**src/rtl/mem_read_sequencer_pkg.sv**
```systemverilog
// Shared definitions for the multicycle memory-access sequencer:
// FSM state encoding, access-size codes, source limit and counter width.
package mem_seq_pkg;

    typedef enum logic [2:0] {
        ST_IDLE  = 3'd0,
        ST_ADDR  = 3'd1,
        ST_WAIT  = 3'd2,
        ST_WRITE = 3'd3,
        ST_DONE  = 3'd4
    } state_e;

    localparam logic [1:0] SZ_WORD = 2'b00;
    localparam logic [1:0] SZ_HALF = 2'b01;
    localparam logic [1:0] SZ_BYTE = 2'b10;

    localparam logic [2:0] SRC_MAX = 3'd5;

    localparam int CNT_W = 3;

endpackage

```
**src/rtl/load_store_align.sv**
```systemverilog
// Combinational lane steering: extracts and extends a byte/halfword from a
// memory word for loads, and merges sub-word store data into a memory word.
module load_store_align
    import mem_seq_pkg::*;
(
    input  logic [31:0] word_i,
    input  logic [1:0]  addr_lo_i,
    input  logic [1:0]  size_i,
    input  logic        signed_i,
    input  logic [31:0] sdata_i,
    output logic [31:0] load_o,
    output logic [31:0] store_o
);

    logic [7:0]  lane_b;
    logic [15:0] lane_h;

    // Little-endian lane picks: byte by addr_lo, halfword by addr_lo[1].
    assign lane_b = word_i[{addr_lo_i, 3'b000} +: 8];
    assign lane_h = word_i[{addr_lo_i[1], 4'b0000} +: 16];

    // Extend the selected lane for loads; overwrite only the target lane for stores.
    always_comb begin
        load_o  = word_i;
        store_o = sdata_i;
        case (size_i)
            SZ_HALF: begin
                load_o  = {{16{signed_i & lane_h[15]}}, lane_h};
                store_o = word_i;
                store_o[{addr_lo_i[1], 4'b0000} +: 16] = sdata_i[15:0];
            end
            SZ_BYTE: begin
                load_o  = {{24{signed_i & lane_b[7]}}, lane_b};
                store_o = word_i;
                store_o[{addr_lo_i, 3'b000} +: 8] = sdata_i[7:0];
            end
            default: ;
        endcase
    end

endmodule

```
**src/rtl/mem_read_sequencer.sv**
```systemverilog
// Multicycle load/store controller: drives the address-mux select, sequences
// a fixed-latency memory through address/wait/read-modify-write/done phases,
// and returns extended load data or merged sub-word store words.
module mem_read_sequencer
    import mem_seq_pkg::*;
#(
    parameter int MEM_LATENCY = 2
) (
    input  logic        clk,
    input  logic        reset,
    input  logic        req,
    input  logic [2:0]  req_src,
    input  logic        req_write,
    input  logic [1:0]  req_size,
    input  logic        req_signed,
    input  logic [31:0] wdata,
    input  logic [1:0]  addr_lo,
    input  logic [31:0] mem_rdata,
    output logic [2:0]  addr_sel,
    output logic        mem_wr,
    output logic [31:0] mem_wdata,
    output logic [31:0] load_data,
    output logic        busy,
    output logic        done,
    output logic        err
);

    localparam logic [CNT_W-1:0] CNT_INIT = CNT_W'(MEM_LATENCY - 1);

    state_e             state_q, state_d;
    logic [CNT_W-1:0]   cnt_q;
    logic               err_q;
    logic               write_q;
    logic [1:0]         size_q;
    logic               signed_q;
    logic [31:0]        wdata_q;
    logic [1:0]         addr_lo_q;
    logic [2:0]         addr_sel_q;
    logic [31:0]        mem_wdata_q;
    logic [31:0]        load_data_q;

    logic               req_ok;
    logic               misaligned;
    logic [31:0]        load_ext;
    logic [31:0]        store_merged;

    assign req_ok     = (req_src <= SRC_MAX) && (req_size != 2'b11);
    assign misaligned = ((size_q == SZ_WORD) && (addr_lo != 2'b00)) ||
                        ((size_q == SZ_HALF) && addr_lo[0]);

    // The memory word arrives during WAIT while addr_lo_q is already held.
    load_store_align u_align (
        .word_i    (mem_rdata),
        .addr_lo_i (addr_lo_q),
        .size_i    (size_q),
        .signed_i  (signed_q),
        .sdata_i   (wdata_q),
        .load_o    (load_ext),
        .store_o   (store_merged)
    );

    // State register.
    always_ff @(posedge clk) begin
        if (reset) state_q <= ST_IDLE;
        else       state_q <= state_d;
    end

    // Next-state and strobe decode; the ADDR-phase write strobe is qualified by
    // the live low address bits so a misaligned word store never reaches memory.
    always_comb begin
        state_d = state_q;
        busy    = 1'b1;
        done    = 1'b0;
        err     = 1'b0;
        mem_wr  = 1'b0;
        case (state_q)
            ST_IDLE: begin
                busy = 1'b0;
                if (req) state_d = req_ok ? ST_ADDR : ST_DONE;
            end
            ST_ADDR: begin
                if (misaligned) begin
                    state_d = ST_DONE;
                end else if (write_q && (size_q == SZ_WORD)) begin
                    mem_wr  = 1'b1;
                    state_d = ST_DONE;
                end else begin
                    state_d = ST_WAIT;
                end
            end
            ST_WAIT: begin
                if (cnt_q == '0) state_d = write_q ? ST_WRITE : ST_DONE;
            end
            ST_WRITE: begin
                mem_wr  = 1'b1;
                state_d = ST_DONE;
            end
            ST_DONE: begin
                done    = 1'b1;
                err     = err_q;
                state_d = ST_IDLE;
            end
            default: state_d = ST_IDLE;
        endcase
    end

    // Request latches, latency counter, error flag and registered data outputs.
    always_ff @(posedge clk) begin
        if (reset) begin
            cnt_q       <= '0;
            err_q       <= 1'b0;
            write_q     <= 1'b0;
            size_q      <= SZ_WORD;
            signed_q    <= 1'b0;
            wdata_q     <= '0;
            addr_lo_q   <= '0;
            addr_sel_q  <= '0;
            mem_wdata_q <= '0;
            load_data_q <= '0;
        end else begin
            case (state_q)
                ST_IDLE: begin
                    if (req) begin
                        if (req_ok) begin
                            write_q    <= req_write;
                            size_q     <= req_size;
                            signed_q   <= req_signed;
                            wdata_q    <= wdata;
                            addr_sel_q <= req_src;
                            if (req_write && (req_size == SZ_WORD)) mem_wdata_q <= wdata;
                        end else begin
                            err_q <= 1'b1;
                        end
                    end
                end
                ST_ADDR: begin
                    addr_lo_q <= addr_lo;
                    cnt_q     <= CNT_INIT;
                    if (misaligned) err_q <= 1'b1;
                end
                ST_WAIT: begin
                    if (cnt_q == '0) begin
                        if (write_q) mem_wdata_q <= store_merged;
                        else         load_data_q <= load_ext;
                    end else begin
                        cnt_q <= cnt_q - 1'b1;
                    end
                end
                ST_DONE: err_q <= 1'b0;
                default: ;
            endcase
        end
    end

    assign addr_sel  = addr_sel_q;
    assign mem_wdata = mem_wdata_q;
    assign load_data = load_data_q;

endmodule

```
**config.mk**
```make
export PLATFORM = sky130hd
export DESIGN_NAME = mem_read_sequencer
export DESIGN_NICKNAME = d
export VERILOG_FILES = /design/src/rtl/mem_read_sequencer_pkg.sv /design/src/rtl/load_store_align.sv /design/src/rtl/mem_read_sequencer.sv
export SDC_FILE = /design/constraint.sdc
export NUM_CORES = 1
export LEC_CHECK = 0
export BUFFER_PORTS_ARGS = -buffer_cell sky130_fd_sc_hd__clkbuf_2
export CAP_MARGIN = 5
export CORE_MARGIN = 5
export CORE_UTILIZATION = 45
export DETAILED_ROUTE_END_ITERATION = 10
export HOLD_SLACK_MARGIN = 0.1
export PLACE_DENSITY = 0.78
export SLEW_MARGIN = 20
export SYNTH_ARGS = -nofsm -noshare
export SYNTH_HDL_FRONTEND = slang
export SYNTH_HIERARCHICAL = 1
export SYNTH_SLANG_ARGS = --single-unit
```
**constraint.sdc**
```tcl
create_clock -name clk -period 5.4 [get_ports clk]
set_input_delay 0.27 -clock clk [delete_from_list [all_inputs] [get_ports clk]]
set_output_delay 0.27 -clock clk [all_outputs]
set_load 0.02 [all_outputs]
```
== Word-level counts from Yosys, hierarchy flattened ==
Index checks and enable logic that the tools add are counted.

* Flip-flop bits (word level): 112
* Bits of input ports: 76
* Output and inout bits: 71
* Logic and storage cells: 88

* Add/sub/neg operators: 3
* Magnitude comparators: 1
* Equal/unequal tests: 15
* Shift-type cells: 6
* Mux-type cells: 29
* Bitwise logic cells: 3
* Reduce and logical (&&, ||, !) cells: 20

{| class="wikitable"
|+ Operators by type and width
! operator !! number
|-
| 32-bit one-hot mux with 2 select lines || 3
|-
| 32-bit two-way mux || 5
|-
| 32-bit bitwise mux || 2
|-
| 16-bit by 7-bit variable shift with 32-bit output, first input constant || 1
|-
| 8-bit by 7-bit variable shift with 32-bit output, first input constant || 1
|-
| 16-bit by 7-bit indexed part select with 32-bit output || 1
|-
| 32-bit by 6-bit indexed part select with 16-bit output || 1
|-
| 32-bit by 6-bit indexed part select with 8-bit output || 1
|-
| 8-bit by 7-bit indexed part select with 32-bit output || 1
|-
| 3-bit two-way mux || 7
|-
| 2-bit inequality test, second input constant || 9
|-
| 5-bit negator with 7-bit output || 2
|-
| 3-bit one-hot mux with 4 select lines || 1
|-
| 1-bit two-way mux || 8
|-
| 3-bit by 2-bit equality test with 1-bit output, second input constant || 2
|-
| 3-bit zero test || 2
|-
| 3-bit one-hot mux with 2 select lines || 1
|-
| 3-bit AND reduction || 2
|-
| 6-bit AND reduction || 1
|-
| 2-bit nonzero test || 3
|-
| 1-bit logical AND || 5
|-
| 2-bit zero test || 2
|-
| 2-bit AND reduction || 2
|-
| 4-bit AND reduction || 1
|-
| 12 further kinds || 13
|}

== Depth between registers and ports, before layout ==
* Depth after elaboration: 7
* Depth in mapped cells: 12
* Gate-level depth less buffers: 9

== By module ==
Netlist, hierarchy kept.

{| class="wikitable"
|+ By module, submodules not included
! module !! times used !! cells each !! area an instance (um^2) !! sequential area each (um^2)
|-
| mem_read_sequencer || 1 || 594 || 4747.1 || 2242.2
|-
| load_store_align || 1 || 246 || 1716.6 || 0.0
|}

== Least setup slack after synthesis ==
Ideal clock, no wire load.

* Path kind: register to register
* Start: register size_q[0]
* End: register mem_wdata_q[16], in the netlist mem_wdata[16]
* Setup time: 0.121 ns
* Data arrival time: 2.040 ns
* Data required time: 5.279 ns
* Setup slack: 3.239 ns
* Stages on the path, launching flop included: 13
* Clock period less this slack: 2.161 ns
* Cells stage by stage: dfxtp_1 > inv_1 > ha_1 > buf_4 > nand2b_1 > buf_4 > nor4_2 > and3_1 > buf_4 > a221o_1 > nand2_1 > a21oi_1 > mux2_2

* Longest elaborated chain between the ends: 5
* Elaborated cells on any way between the ends: 6
* Those cells by class: 2 x eq/ne; 4 x mux

{| class="wikitable"
|+ Ends and longest elaborated chain
! element !! RTL line !! source
|-
| start: declaration || mem_read_sequencer.sv:34 || <nowiki>logic [1:0] size_q;</nowiki>
|-
| start signal: assignment || mem_read_sequencer.sv:126 || <nowiki>size_q <= req_size;</nowiki>
|-
| 2-bit equality test / 2-bit by 1-bit equality test with 1-bit output (equally long branches) || load_store_align.sv:26 || <nowiki>case (size_i)</nowiki>
|-
| 32-bit one-hot mux with 2 select lines * || load_store_align.sv:26 ||
|-
| named net store_merged[16] || mem_read_sequencer.sv:45 || <nowiki>logic [31:0] store_merged;</nowiki>
|-
| 32-bit two-way mux * || mem_read_sequencer.sv:143 || <nowiki>if (write_q) mem_wdata_q <= store_merged;</nowiki>
|-
| 32-bit two-way mux * || mem_read_sequencer.sv:142 || <nowiki>if (cnt_q == '0) begin</nowiki>
|-
| 32-bit one-hot mux with 2 select lines * || mem_read_sequencer.sv:121 || <nowiki>case (state_q)</nowiki>
|-
| end signal: assignment || mem_read_sequencer.sv:130 || <nowiki>if (req_write && (req_size == SZ_WORD)) mem_wdata_q <= wdata;</nowiki>
|-
| end signal: assignment || mem_read_sequencer.sv:143 ||
|-
| end: declaration || mem_read_sequencer.sv:39 || <nowiki>logic [31:0] mem_wdata_q;</nowiki>
|}

The timed path passes the listed nets; every way through them passes the cells marked *. The select of a mux whose other input is x is not followed.
A chain may end at the register's enable or synchronous reset.

== Worst setup path after layout ==
* Start: register addr_lo_q[1]
* End: register mem_wdata_q[26], in the netlist mem_wdata[26]

* Longest elaborated chain between the ends: 7
* Elaborated cells on any way between the ends: 12
* Those cells by class: 2 x add/sub; 4 x shift; 6 x mux

{| class="wikitable"
|+ Ends and longest elaborated chain
! element !! RTL line !! source
|-
| start: declaration || mem_read_sequencer.sv:37 || <nowiki>logic [1:0] addr_lo_q;</nowiki>
|-
| start signal: assignment || mem_read_sequencer.sv:137 || <nowiki>addr_lo_q <= addr_lo;</nowiki>
|-
| 5-bit negator with 7-bit output, on equally long branches || load_store_align.sv:30, load_store_align.sv:35 ||
|-
| 16-bit by 7-bit indexed part select with 32-bit output, or another cell as far along || load_store_align.sv:30 || <nowiki>store_o[{addr_lo_i[1], 4'b0000} +: 16] = sdata_i[15:0];</nowiki>
|-
| 32-bit bitwise mux, on equally long branches || load_store_align.sv:30, load_store_align.sv:35 ||
|-
| 32-bit one-hot mux with 2 select lines * || load_store_align.sv:26 ||
|-
| named net store_merged[26] || mem_read_sequencer.sv:45 ||
|-
| 32-bit two-way mux * || mem_read_sequencer.sv:143 ||
|-
| 32-bit two-way mux * || mem_read_sequencer.sv:142 ||
|-
| 32-bit one-hot mux with 2 select lines * || mem_read_sequencer.sv:121 ||
|}

Marks and branches as above.

==> metrics.md <==
| Metric | Value |
|---|---|
| XOR/XNOR Fraction of Synth Area | 0% |
| Placed Instances | 1109 |
| CTS-repair resized insts | 0 |
| Commonest non-fill, non-tap cell in the layout | nand2_1 |
| Setup repair bufs after CTS | 0 |
| Post-DP Area | 7120 um2 |
| Sequential-to-total area share from yosys stat | 34.7% |
| Cell count after synthesis | 840 |
| DRC Markers | 0 |
| CTS tree | done |
| Final Hold Violating Endpoints | 0 |
| Final Max Tran Viols | 0 |
| Synth Area in Adders | about 1.7% |
| Routed len/inst | ~17 um |
| Number of diodes | 0 |
| Nets | around 1000 |
| Clock Skew | approximately 4.1 ps |
| H-tree Lvls | 3 |
| Synth Area in Compound Gates | a little under a quarter |
| Internal reg-to-reg setup slack | 2430 ps |
| Arr. time, crit path | 3280 ps |
| Fin area | 7410 um2 |
| Fill cells | ~1400 |
| Clock sinks | ~110 |
| Worst Path Max Fanout | 32 |
| Core area | between 10000 and 15000 um2 |
| Area growth syn-to-layout | 14.7% |
| Starting density of the core | ~46% |
| Simple-gate portion of the synthesized area | 24.4% |
| Rows | 43 |
| Non-Filler Instances | 1126 |
| Hold path start | req_src[0] |
| Vias post-DR | 6221 |
| Die W | 130 um |
| P per Cell Area | 246 nW/um2 |
| Vias in the first global route | 5563 |
| Synthesized area | roughly 6500 um2 |
| Minimum clock period | between 2000 and 3000 ps |
| ANT nets after route | 0 |
| Post-synth top flop | dfxtp_1 |
| Max cap viols | 0 |
| Mapped Nets | 925 |
| Mux share of post-synthesis cell area | a little under a tenth |
| Root Buffer | clkbuf_16 |
| Global-route wire length before repair | around 30000 um |
| Overflow after GRT | 0 |
| Die ar. | roughly 17000 um2 |
| Clock transition at path regs | 70 ps |
| Port Buffers | 146 |
| CP Capture Type | flip-flop |
| Initial DRC count | 514 |
| Antenna violations before repair | 0 |
| Slew HR | 30.8% |
| Avg Inst Size Synth | 7.69 um2 |
| CTS Buf Count | 9 |
| Worst path required time | 5700 ps |
| Tightest Hold Check Type | primary input to flip-flop |
| Fin crit share | 55.1% |
| Post-route setup TNS | 0 ps |
| Hold path depth | 3 |
| Die Y | 130 um |
| Startpoint types | flip-flop |
| Worst IR Drop VDD | 0.000169 V |
| Max Fclk | 336 MHz |
| Post-Route WL | 19400 um |
| Clk buf depth | 2 |
| Largest family of logic cells by synthesized area | simple AND/OR/NAND/NOR gates |
| Total track usage | around 23% |
| WHS Endpoint | addr_sel[0] |
| RSZ-0062 raised after global routing | no |
| Reg2Reg Launch Point | addr_lo_q[1] |
| Share of cells above drive strength 1 | 22.5% |
| Yosys warning count | 6 |
| Clk_lat worst skew | 350 ps |
| Placer Congestion | 0.969 |
| Vias/cell | 5.52 |
| Asr flop ratio synth | 0% |
| Largest net degree at the start of global routing | a little over 80 |
| Hpwl dp | roughly 14000 um |
| Reg2Reg Depth | 9 |
| Status | finished clean |
| Commonest cells after routing, fill and taps aside | nand2_1 (245), clkbuf_2 (145), a21oi_1 (130) |
| Post-synth EDFFs | 0 |
| CTS Hold Bufs | 0 |
| Synth unique cells | 51 |
| Worst-Margin Slew | 1040 ps |
| Static leakage | 3.08 nW |
| #FFs+latches synth | around 110 |
| Setup violators final | 0 |
| FF-to-FF End | mem_wdata[26] |
| Pre-antenna DRT Iters | 5 |
| Kind of critical path | flip-flop to flip-flop |
| Boundary Pins | 147 |
## power by group
part           internal [mW]  total [mW]  switching (mW)
logic                  0.118       0.300           0.182
registers              0.852       0.884          0.0318
clock network          0.340       0.641           0.301
total                   1.31        1.82           0.514
## state kept, by name, summed over array words and instances, names as in the netlist
register	flops
wdata_q	32
mem_wdata	32
state_q	3
addr_lo_q	2
load_data	32
err_q	1
size_q	2
cnt_q	3
addr_sel	3
signed_q	1
write_q	1
## kinds of logic (layout without fill, tap and decap cells)
logic type / Yosys count / after routing
compound gates: 230 / 230
fa+ha+maj: 9 / 9
buf+inv: 84 / 190
flops: 112 / 112
mux: 54 / 54
simple gates: 351 / 351
## synthesized netlist by cell type (4+ instances only)
cell type	count	area share [%]
a211oi_1	4	0.46
a21o_1	17	2.0
a21oi_1	130	10
a221o_1	16	2.5
a22o_1	9	1.2
a22oi_1	17	2.0
and3_1	4	0.39
buf_2	14	1.1
buf_4	6	0.70
buf_6	11	1.9
clkbuf_1	32	1.9
dfxtp_1	112	35
ha_1	9	1.7
inv_1	18	1.0
mux2_1	9	1.6
mux2_2	32	5.6
mux2i_1	11	1.7
nand2_1	245	14
nand2b_1	14	1.4
nor2_1	19	1.1
nor2b_1	45	4.4
nor3_1	5	0.39
o21ai_1	9	0.70
o221ai_1	8	1.1
o2bb2ai_1	7	0.95
## worst max-delay path, stage by stage, from the launching register on
cell and delay (ps):
dfxtp_1 640, buf_4 410, inv_2 140, ha_1 320, nor4_2 620, a21oi_1 180, o221ai_1 190, nand2_1 110
a21oi_1 150, mux2_2 170
## metrics by stage
step	utilization (%)	worst slack, ps	power (mW)	hold WS, ps
after floorplan	-	3240	1.10	406
after global placement	50.9	2250	1.19	442
after detailed placement	50.9	2170	1.20	446
after CTS	52.9	2130	1.83	137
after global routing	53.0	2230	1.90	146
final	53.0	2430	1.82	143
## final cells by class
type / instances / area [um2] / area share (%)
multi-input cells: 644 / 3790 / 51.1
flip-flops and latches: 112 / 2240 / 30.3
repair buffers: 155 / 808 / 10.9
clock buffers: 14 / 264 / 3.56
well taps: 180 / 225 / 3.04
inverters: 19 / 71.3 / 0.962
clock inverters: 2 / 13.8 / 0.186
## layer usage
layer  global-route usage (%)  wire, um  part of all wire [%]
met1                     30.8      8560                    44
met2                     35.2      8750                    45
met3                     6.51      1830                   9.4
met4                     5.93       292                   1.5
met5                        0         0                     0
## worst max-delay path by stage
stage	to	start	depth (start not counted)
floorplan	mem_wdata[16]	size_q[0]	12
global placement	mem_wdata[17]	size_q[0]	9
detailed placement	mem_wdata[22]	size_q[0]	9
CTS	mem_wdata[22]	size_q[0]	9
global route	mem_wdata[31]	addr_lo_q[1]	9
finish	mem_wdata[26]	addr_lo_q[1]	9
Note: power is estimated with default switching activity, not from simulation.
